<file path="src/rtl/lane_round_robin_scheduler_if.sv">
// Shared lane word path between the four lane FIFOs and the round-robin scheduler.
// Lane-facing handshake plus the registered output word toward the clk4f demux stage.
interface lane_round_robin_scheduler_if #(
  parameter int BW = 8
);
  logic [3:0]  req;
  logic [BW:0] data0;
  logic [BW:0] data1;
  logic [BW:0] data2;
  logic [BW:0] data3;
  logic        pause;
  logic [3:0]  pop;
  logic [BW:0] data_out;
  logic [1:0]  lane_out;
  logic        busy;

  modport master (
    output req, data0, data1, data2, data3, pause,
    input  pop, data_out, lane_out, busy
  );

  modport slave (
    input  req, data0, data1, data2, data3, pause,
    output pop, data_out, lane_out, busy
  );
endinterface

</file>
<file path="src/rtl/lane_round_robin_scheduler.sv">
// Round-robin scheduler sharing one serial lane word path among four show-ahead lane FIFOs.
// A lane keeps the path for up to BURST consecutive pops before the grant rotates.
module lane_round_robin_scheduler #(
  parameter int BW    = 8,
  parameter int BURST = 2
) (
  input  logic                          clk4f,
  input  logic                          reset_L,
  lane_round_robin_scheduler_if.slave   bus
);

  typedef enum logic [0:0] {
    IDLE = 1'b0,
    OWN  = 1'b1
  } state_e;

  state_e      state_q;
  logic [1:0]  cur_q;
  logic [3:0]  cnt_q;
  logic [BW:0] data_out_q;
  logic [1:0]  lane_out_q;
  logic        busy_q;

  logic [2:0]  pick_s;
  logic        keep_d;
  logic        grant_d;
  logic [1:0]  lane_d;
  logic [BW:0] word_d;
  logic [3:0]  pop_s;

  // Returns {found, lane}: first requester searched upward from last+1, wrapping mod 4.
  function automatic logic [2:0] rr_pick(input logic [3:0] r, input logic [1:0] last);
    logic [2:0] res;
    logic [1:0] idx;
    res = 3'b000;
    for (int k = 4; k >= 1; k--) begin
      idx = last + 2'(k);
      res = r[idx] ? {1'b1, idx} : res;
    end
    return res;
  endfunction

  // Grant decision: stay on the owner while its burst budget lasts, otherwise rotate.
  always_comb begin
    pick_s  = rr_pick(bus.req, cur_q);
    keep_d  = (state_q == OWN) && bus.req[cur_q] && (cnt_q < 4'(BURST));
    lane_d  = keep_d ? cur_q : pick_s[1:0];
    grant_d = !bus.pause && (keep_d || pick_s[2]);
  end

  // Head-word select for the granted lane.
  always_comb begin
    word_d = bus.data0;
    case (lane_d)
      2'd0:    word_d = bus.data0;
      2'd1:    word_d = bus.data1;
      2'd2:    word_d = bus.data2;
      2'd3:    word_d = bus.data3;
      default: word_d = bus.data0;
    endcase
  end

  // One-hot pop strobe, held low while reset is asserted.
  always_comb begin
    pop_s = 4'b0000;
    if (reset_L && grant_d) begin
      pop_s[lane_d] = 1'b1;
    end else begin
      pop_s = 4'b0000;
    end
  end

  // Scheduler state and registered output word.
  always_ff @(posedge clk4f or negedge reset_L) begin
    if (!reset_L) begin
      state_q    <= IDLE;
      cur_q      <= 2'd3;
      cnt_q      <= 4'd0;
      data_out_q <= '0;
      lane_out_q <= 2'd0;
      busy_q     <= 1'b0;
    end else if (bus.pause) begin
      data_out_q[BW] <= 1'b0;
    end else if (grant_d) begin
      state_q    <= OWN;
      busy_q     <= 1'b1;
      cur_q      <= lane_d;
      cnt_q      <= keep_d ? (cnt_q + 4'd1) : 4'd1;
      data_out_q <= word_d;
      lane_out_q <= lane_d;
    end else begin
      // Nothing requested: release the path but remember the last owner for fairness.
      state_q        <= IDLE;
      busy_q         <= 1'b0;
      data_out_q[BW] <= 1'b0;
    end
  end

  assign bus.pop      = pop_s;
  assign bus.data_out = data_out_q;
  assign bus.lane_out = lane_out_q;
  assign bus.busy     = busy_q;

endmodule

</file>
<file path="src/flat_wrapper.sv">
// flat-port wrapper written by rule: the top's interface ports become plain ports
module lane_round_robin_scheduler_flat 
#(
  parameter int BW    = 8,
  parameter int BURST = 2
)
  (clk4f, reset_L, bus_req, bus_data0, bus_data1, bus_data2, bus_data3, bus_pause, bus_pop, bus_data_out, bus_lane_out, bus_busy);
  lane_round_robin_scheduler_if #(.BW(BW)) bus_i ();
  input  logic clk4f;
  input  logic reset_L;
  input wire logic [$bits(bus_i.req)-1:0] bus_req;
  input wire logic [$bits(bus_i.data0)-1:0] bus_data0;
  input wire logic [$bits(bus_i.data1)-1:0] bus_data1;
  input wire logic [$bits(bus_i.data2)-1:0] bus_data2;
  input wire logic [$bits(bus_i.data3)-1:0] bus_data3;
  input wire logic [$bits(bus_i.pause)-1:0] bus_pause;
  output wire logic [$bits(bus_i.pop)-1:0] bus_pop;
  output wire logic [$bits(bus_i.data_out)-1:0] bus_data_out;
  output wire logic [$bits(bus_i.lane_out)-1:0] bus_lane_out;
  output wire logic [$bits(bus_i.busy)-1:0] bus_busy;
  assign bus_i.req = bus_req;
  assign bus_i.data0 = bus_data0;
  assign bus_i.data1 = bus_data1;
  assign bus_i.data2 = bus_data2;
  assign bus_i.data3 = bus_data3;
  assign bus_i.pause = bus_pause;
  assign bus_pop = bus_i.pop;
  assign bus_data_out = bus_i.data_out;
  assign bus_lane_out = bus_i.lane_out;
  assign bus_busy = bus_i.busy;
  lane_round_robin_scheduler #(.BW(BW), .BURST(BURST)) u_core (.clk4f(clk4f), .reset_L(reset_L), .bus(bus_i));
endmodule
</file>
<file path="config.mk">
export PLATFORM = sky130hd
export DESIGN_NAME = lane_round_robin_scheduler_flat
export DESIGN_NICKNAME = d
export VERILOG_FILES = /design/src/rtl/lane_round_robin_scheduler_if.sv /design/src/rtl/lane_round_robin_scheduler.sv /design/src/flat_wrapper.sv
export SDC_FILE = /design/constraint.sdc
export NUM_CORES = 1
export LEC_CHECK = 0
export CORE_ASPECT_RATIO = 2
export CORE_MARGIN = 2
export CORE_UTILIZATION = 35
export DETAILED_ROUTE_END_ITERATION = 8
export MAX_ROUTING_LAYER = met4
export PLACE_DENSITY = 0.78
export SYNTH_ARGS = -nofsm -noshare
export SYNTH_HDL_FRONTEND = slang
export SYNTH_SLANG_ARGS = --single-unit
</file>
<file path="constraint.sdc">
create_clock -name clk4f -period 3 [get_ports clk4f]
set_input_delay 0.3 -clock clk4f [delete_from_list [all_inputs] [get_ports clk4f]]
set_output_delay 0.3 -clock clk4f [all_outputs]
set_load 0.1 [all_outputs]
</file>
### After elaboration in Yosys (flattened, before gate mapping)

Index checks and enable logic that the tools add are counted.

* bits in writable memories: 0
* input bits: 43
* memory bits (read-only): 0
* latch bits: 0
* register bits: 18
* output and inout bits: 16
* memories kept: 0

* reductions and logical operators: 9
* div/mod/pow operators: 0
* equal/unequal tests: 3
* $add $sub $neg: 4
* shifts and indexed selects: 0
* bitwise operators: 1
* mux-type cells: 21
* order comparisons: 7
* multiply operators: 0

Operators by type and width (count)
* $pmux 9 s4: 1
* $lt 2x3->1 const B: 5
* $mux 3: 4
* $bmux 1 s2: 4
* $mux 1: 8
* $mux 4: 2
* $logic_and 1x1->1: 5
* $add 2x2->2 const B: 2
* $add 4x1->4 const B: 1
* $eq 2x2->1 const B: 2
* $lt 4x2->1 const B: 1
* $add 2x1->2 const B: 1
* $demux 1 s2: 1
* $eq 2x1->1 const B: 1
* $ge 2x1->1 const B: 1
* $logic_not 2->1: 1
* $mux 2: 1
* $reduce_and 2->1: 1
* $logic_not 1->1: 1
* $logic_or 1x1->1: 1
* $not 1->1: 1

### Logic depth before layout (Yosys ltp)

* depth in word-level cells: 12
* depth in mapped cells: 7
* gate-level depth less buffers: 5

### Least setup slack after synthesis

No wires, ideal clock.

* path type: register to output
* start point: register u_core.state_q
* end point: output bus_pop[3]
* data required time: 2.700 ns
* slack: -2.320 ns
* cell stages (with the launch flop): 6
* arrival time: 5.020 ns
* cell sequence: dfrtp_1 or4b_4 o2111ai_1 a22oi_2 buf_2 nor4_1

* cells in the longest elaborated chain, start to end: 8
* elaborated cells on any way between the ends: 12
* classes of those cells: 2 x order compare; 4 x mux; 6 x reduce/logical

RTL lines
* start: declaration: RTL line lane_round_robin_scheduler.sv:17 `state_e state_q;`
* start signal: assignment: RTL line lane_round_robin_scheduler.sv:76 `state_q <= IDLE;`
* start signal: assignment: RTL line lane_round_robin_scheduler.sv:85 `state_q <= OWN;`
* start signal: assignment: RTL line lane_round_robin_scheduler.sv:93 `state_q <= IDLE;`
* $logic_and 1x1->1 (*) (2 in a row): RTL line lane_round_robin_scheduler.sv:46 `keep_d = (state_q == OWN) && bus.req[cur_q] && (cnt_q < 4'(BURST));`
* $mux 2: RTL line lane_round_robin_scheduler.sv:47 `lane_d = keep_d ? cur_q : pick_s[1:0];`
* $lt 2x3->1 (implied by the code) or $ge 2x1->1 (tied branches): RTL line lane_round_robin_scheduler.sv:67 `pop_s[lane_d] = 1'b1;`
* $logic_and 1x1->1 (implied by the code): RTL line lane_round_robin_scheduler.sv:67
* $mux 1 (implied by the code): RTL line lane_round_robin_scheduler.sv:67
* $demux 1 s2
* $mux 4 (*): RTL line lane_round_robin_scheduler.sv:66 `if (reset_L && grant_d) begin`
* end: declaration: RTL line flat_wrapper.sv:17 `output wire logic [$bits(bus_i.pop)-1:0] bus_pop;`

Every way passes the cells marked *; elsewhere a longest branch is shown, timed or not.

### Final worst setup path

* start point: register u_core.cnt_q[2]
* end point: output bus_pop[0]

* cells in the longest elaborated chain, start to end: 8
* elaborated cells on any way between the ends: 12
* classes of those cells: 3 x order compare; 4 x mux; 5 x reduce/logical

RTL lines
* start: declaration: RTL line lane_round_robin_scheduler.sv:19 `logic [3:0] cnt_q;`
* start signal: assignment: RTL line lane_round_robin_scheduler.sv:88 `cnt_q <= keep_d ? (cnt_q + 4'd1) : 4'd1;`
* $lt 4x2->1 (*): RTL line lane_round_robin_scheduler.sv:46
* $logic_and 1x1->1 (*): RTL line lane_round_robin_scheduler.sv:46
* $mux 2: RTL line lane_round_robin_scheduler.sv:47
* $lt 2x3->1 (implied by the code) or $ge 2x1->1 (tied branches): RTL line lane_round_robin_scheduler.sv:67
* $logic_and 1x1->1 (implied by the code): RTL line lane_round_robin_scheduler.sv:67
* $mux 1 (implied by the code): RTL line lane_round_robin_scheduler.sv:67
* $demux 1 s2
* $mux 4 (*): RTL line lane_round_robin_scheduler.sv:66

Marked as above.

==> results.txt <==
----------------------------------------------------
[Worst hold path]
  Kind of path behind the tightest hold check ... input pin to asynchronous set/reset pin

[GRT]
  Via count of the first global-routing pass ... 1,182
  Number of antenna violations at the first check in global routing ... 0
  First-pass GRT wire length ... 5230 µm
  Global-route total usage across every layer ... approximately 18%
  Overflow left after global routing ... 0
  Pin count of the biggest net entering global routing ... 20

[Pwr]
  Power density cells ... 1090 nW/µm²
  Static Leak ... between 0.0007 and 0.0008 µW
  Worst IR Drop VDD ... 0.703 mV

[CTS]
  Worst-Skew Late Latency ... roughly 0.25 ns
  Count of H-tree levels built during CTS ... 1
  Sinks on the clock net ... 18
  Root buffer cell ... sky130_fd_sc_hd__clkbuf_8
  Gates resized, CTS repair ... 0
  Max clock buf depth ... 2
  CTS tree ... built
  Post CTS Setup Buffer Count ... 0
  Number of clock buffers inserted by TritonCTS ... 3
  Number of buffers added to fix hold violations after cts ... 0
  Reg clk slew, reported paths ... 0.07 ns

[Setup path]
  Slowest-stage cell, CP ... sky130_fd_sc_hd__or4b_4
  Critical path class ... flip-flop to primary output
  Critical path endpoint category ... primary output
  Max FO, Critical Path ... 5
  Buf+Inv Stages, Crit Path ... 1
  Worst stage delay on the critical path ... 0.58 ns
  Sequence of cells on the critical path ... or4b_4 -> or3_1 -> o21ai_2 -> nor2_1 -> nor3b_4 -> buf_12
  Required time of the critical path ... around 2.7 ns
  Cell type group with the largest total delay on the critical path ... simple AND/OR/NAND/NOR gates
  Arrival time worst endpoint ... 2.39 ns
  Element type at the critical path start ... flip-flop

[Detailed routing]
  Number of iterations in the first detailed-routing pass ... 4
  Number of vias in the routed layout ... 1,136
  Iteration-0 DRC count of the detailed router ... 16
  Met3 routed wirelength ... 79 µm
  Top routing layer used ... met4
  Avg Vias per Cell ... 5.51
  Remaining DRCs ... 0
  Detail-routed net length per standard cell ... around 16 µm
  Number of nets with antenna violations after detailed routing ... 0
  Post-detailed-routing wire length ... 3360 µm
  Met1 Routed Length ... 1250 µm
  Met2 WL post-DR ... 1960 µm

[Floorplanning]
  Die area ... 3930 µm²
  Number of core rows ... 30
  Chip Width ... 45.4 µm
  Height of the chip ... 86.7 µm
  Initial Util ... a little over a third
  Core Box Area ... 3340 µm²
  I/O pin total ... between 50 and 60

[STA]
  Tightest hold margin ... 0.416 ns
  Pin slew with the least headroom to its limit ... 0.978 ns
  Final clock skew ... 0.000618 ns
  RSZ-0062 raised after global routing ... no
  Fraction of the cycle the final worst path needs ... 89.7%
  Hold violation total from the final report ... 0
  Max Clock Freq ... 371 MHz
  Number of endpoints failing setup at the final stage ... 0
  Final period demand of the worst path ... 2.69 ns
  Number of pins with negative max-slew slack in the final report ... 0
  Slew HR ... 34.6%
  Sum of negative setup slack ... 0 ns

[Logic synthesis]
  Post-synthesis instance area ... 1200 µm²
  Synth Instances ... between 100 and 150
  Count of synthesis-stage warnings from yosys ... 0
  Proportion of synthesized flip-flops having asynchronous set or reset ... 100%
  Most instantiated flip-flop cell in the synthesis netlist ... sky130_fd_sc_hd__dfrtp_1
  Number of synthesized flops with an enable pin ... 0
  Synthesized netlist net count ... 159
  Synthesis-stage register bit count ... 18
  Share of synthesized area occupied by flip-flops and latches ... a little under two fifths
  Post-synth cell types ... 41
  Mean cell area of the mapped netlist ... 10.4 µm²

[Placed design]
  Port Buffer Count ... 58
  Final RePlAce weighted congestion ... 0.818
  Half-perimeter wire length after detailed placement ... 2730 µm
  Area after detailed placement ... between 1500 and 2000 µm²

[Layout]
  Net total in the final layout ... 219
  Area delta synth->final ... 58.9%
  Diodes inserted ... 0
  Share of final-layout standard cells stronger than drive strength 1 ... roughly a quarter
  Cell area after layout ... between 1500 and 2000 µm²
  Post-layout utilization of the core ... 57.0%

[Flow run]
  Max-cap violations ... 0

[Run status]
  Status ... finished clean

----------------------------------------------------
==> path summary, 6_finish.rpt <==
path / start / endpoint / slack (ns) / depth (start not counted)
min in group clk4f: u_core.bus.lane_out[0] / u_core.bus.lane_out[0] / 0.52 / 1
min: reset_L / u_core.state_q / 0.42 / 2
min reg2reg: u_core.bus.lane_out[0] / u_core.bus.lane_out[0] / 0.52 / 1
max: u_core.cnt_q[2] / bus_pop[0] / 0.31 / 6
max in group asynchronous: reset_L / u_core.cur_q[0] / 2.32 / 2
max reg2reg: u_core.cur_q[0] / u_core.bus.data_out[8] / 0.50 / 6
==> state kept, by name, indices dropped and copies added, names as in the netlist <==
signal and cells:
u_core.bus.data_out 9, u_core.cnt_q 4, u_core.bus.lane_out 2, u_core.cur_q 2, u_core.state_q 1
==> layout by cell type (no fill, tap or decap), types with 2 or more instances in the layout <==
cell type                         instances
sky130_fd_sc_hd__clkbuf_8                 3
sky130_fd_sc_hd__a221oi_2                 7
sky130_fd_sc_hd__mux2_2                   2
sky130_fd_sc_hd__nor2_1                  17
sky130_fd_sc_hd__buf_4                   14
sky130_fd_sc_hd__clkdlybuf4s50_1         44
sky130_fd_sc_hd__o211ai_1                 2
sky130_fd_sc_hd__o21a_1                   2
sky130_fd_sc_hd__a211oi_1                 2
sky130_fd_sc_hd__a21oi_1                  5
sky130_fd_sc_hd__dfrtp_1                 15
sky130_fd_sc_hd__a21o_2                   2
sky130_fd_sc_hd__inv_1                    3
sky130_fd_sc_hd__mux2i_1                 18
sky130_fd_sc_hd__buf_12                   4
sky130_fd_sc_hd__nand2_1                  5
sky130_fd_sc_hd__dfstp_2                  2
==> synthesized netlist by cell type (2+ instances only) <==
library cell | instances | area [µm²]
sky130_fd_sc_hd__a211oi_1 | 2 | 15.0
sky130_fd_sc_hd__inv_1 | 3 | 11.3
sky130_fd_sc_hd__buf_4 | 3 | 22.5
sky130_fd_sc_hd__o21a_1 | 2 | 15.0
sky130_fd_sc_hd__nor2_1 | 17 | 63.8
sky130_fd_sc_hd__mux2i_1 | 18 | 180
sky130_fd_sc_hd__a221oi_2 | 7 | 105
sky130_fd_sc_hd__clkbuf_1 | 2 | 7.51
sky130_fd_sc_hd__mux2_2 | 2 | 22.5
sky130_fd_sc_hd__nor3b_1 | 2 | 15.0
sky130_fd_sc_hd__dfrtp_1 | 16 | 400
sky130_fd_sc_hd__a21oi_1 | 5 | 25.0
sky130_fd_sc_hd__a21o_2 | 2 | 17.5
sky130_fd_sc_hd__dfstp_2 | 2 | 52.6
sky130_fd_sc_hd__o211ai_1 | 2 | 15.0
sky130_fd_sc_hd__nand2_1 | 5 | 18.8
==> where the power goes <==
part	internal (µW)	switching, µW	leakage, µW
sequential	353	90.8	0.000205
clock	94.1	77.9	0.0000228
combinational	481	987	0.000560
==> logic make-up (layout without fill, tap and decap cells) <==
logic type | Yosys count | in the layout | share of synthesized area, %
mux | 21 | 21 | 17.9
fa+ha+maj | 1 | 1 | 1.04
simple gates | 35 | 35 | 15.0
compound gates | 30 | 30 | 23.4
flops | 18 | 18 | 37.8
buf+inv | 10 | 69 | 4.81
==> through the flow <==
stage	total power, µW	setup slack [ns]	cells
6_report	2080	0.308	206
5_1_grt	2180	0.225	206
4_1_cts	2100	0.308	206
3_5_place_dp	1920	0.336	202
3_3_place_gp	1890	0.426	202
2_1_floorplan	1590	0.0170	115
==> routing by layer <==
metal	up-vias	track usage, %
li1	555	-
met3	4	2.92
met2	33	31.6
met4	0	8.56
met1	544	18.9
met5	-	-
==> worst register-to-register path, stage by stage (launching register included) <==
cell and delay (ns):
sky130_fd_sc_hd__dfstp_2 0.62, sky130_fd_sc_hd__mux2i_1 0.31, sky130_fd_sc_hd__o2111ai_1 0.17, sky130_fd_sc_hd__a22oi_2 0.43, sky130_fd_sc_hd__buf_4 0.30, sky130_fd_sc_hd__mux2_2 0.36, sky130_fd_sc_hd__a22o_1 0.20
==> area by class of cell <==
class,instances,area (µm²)
Inverter,3,11.3
Sequential cell,18,457
Clock buffer,4,45.0
Fill cell,303,1440
Tap cell,32,40.0
Multi-Input combinational cell,87,724
Timing Repair Buffer,62,626
No activity file was read; power rests on OpenSTA's default activity.
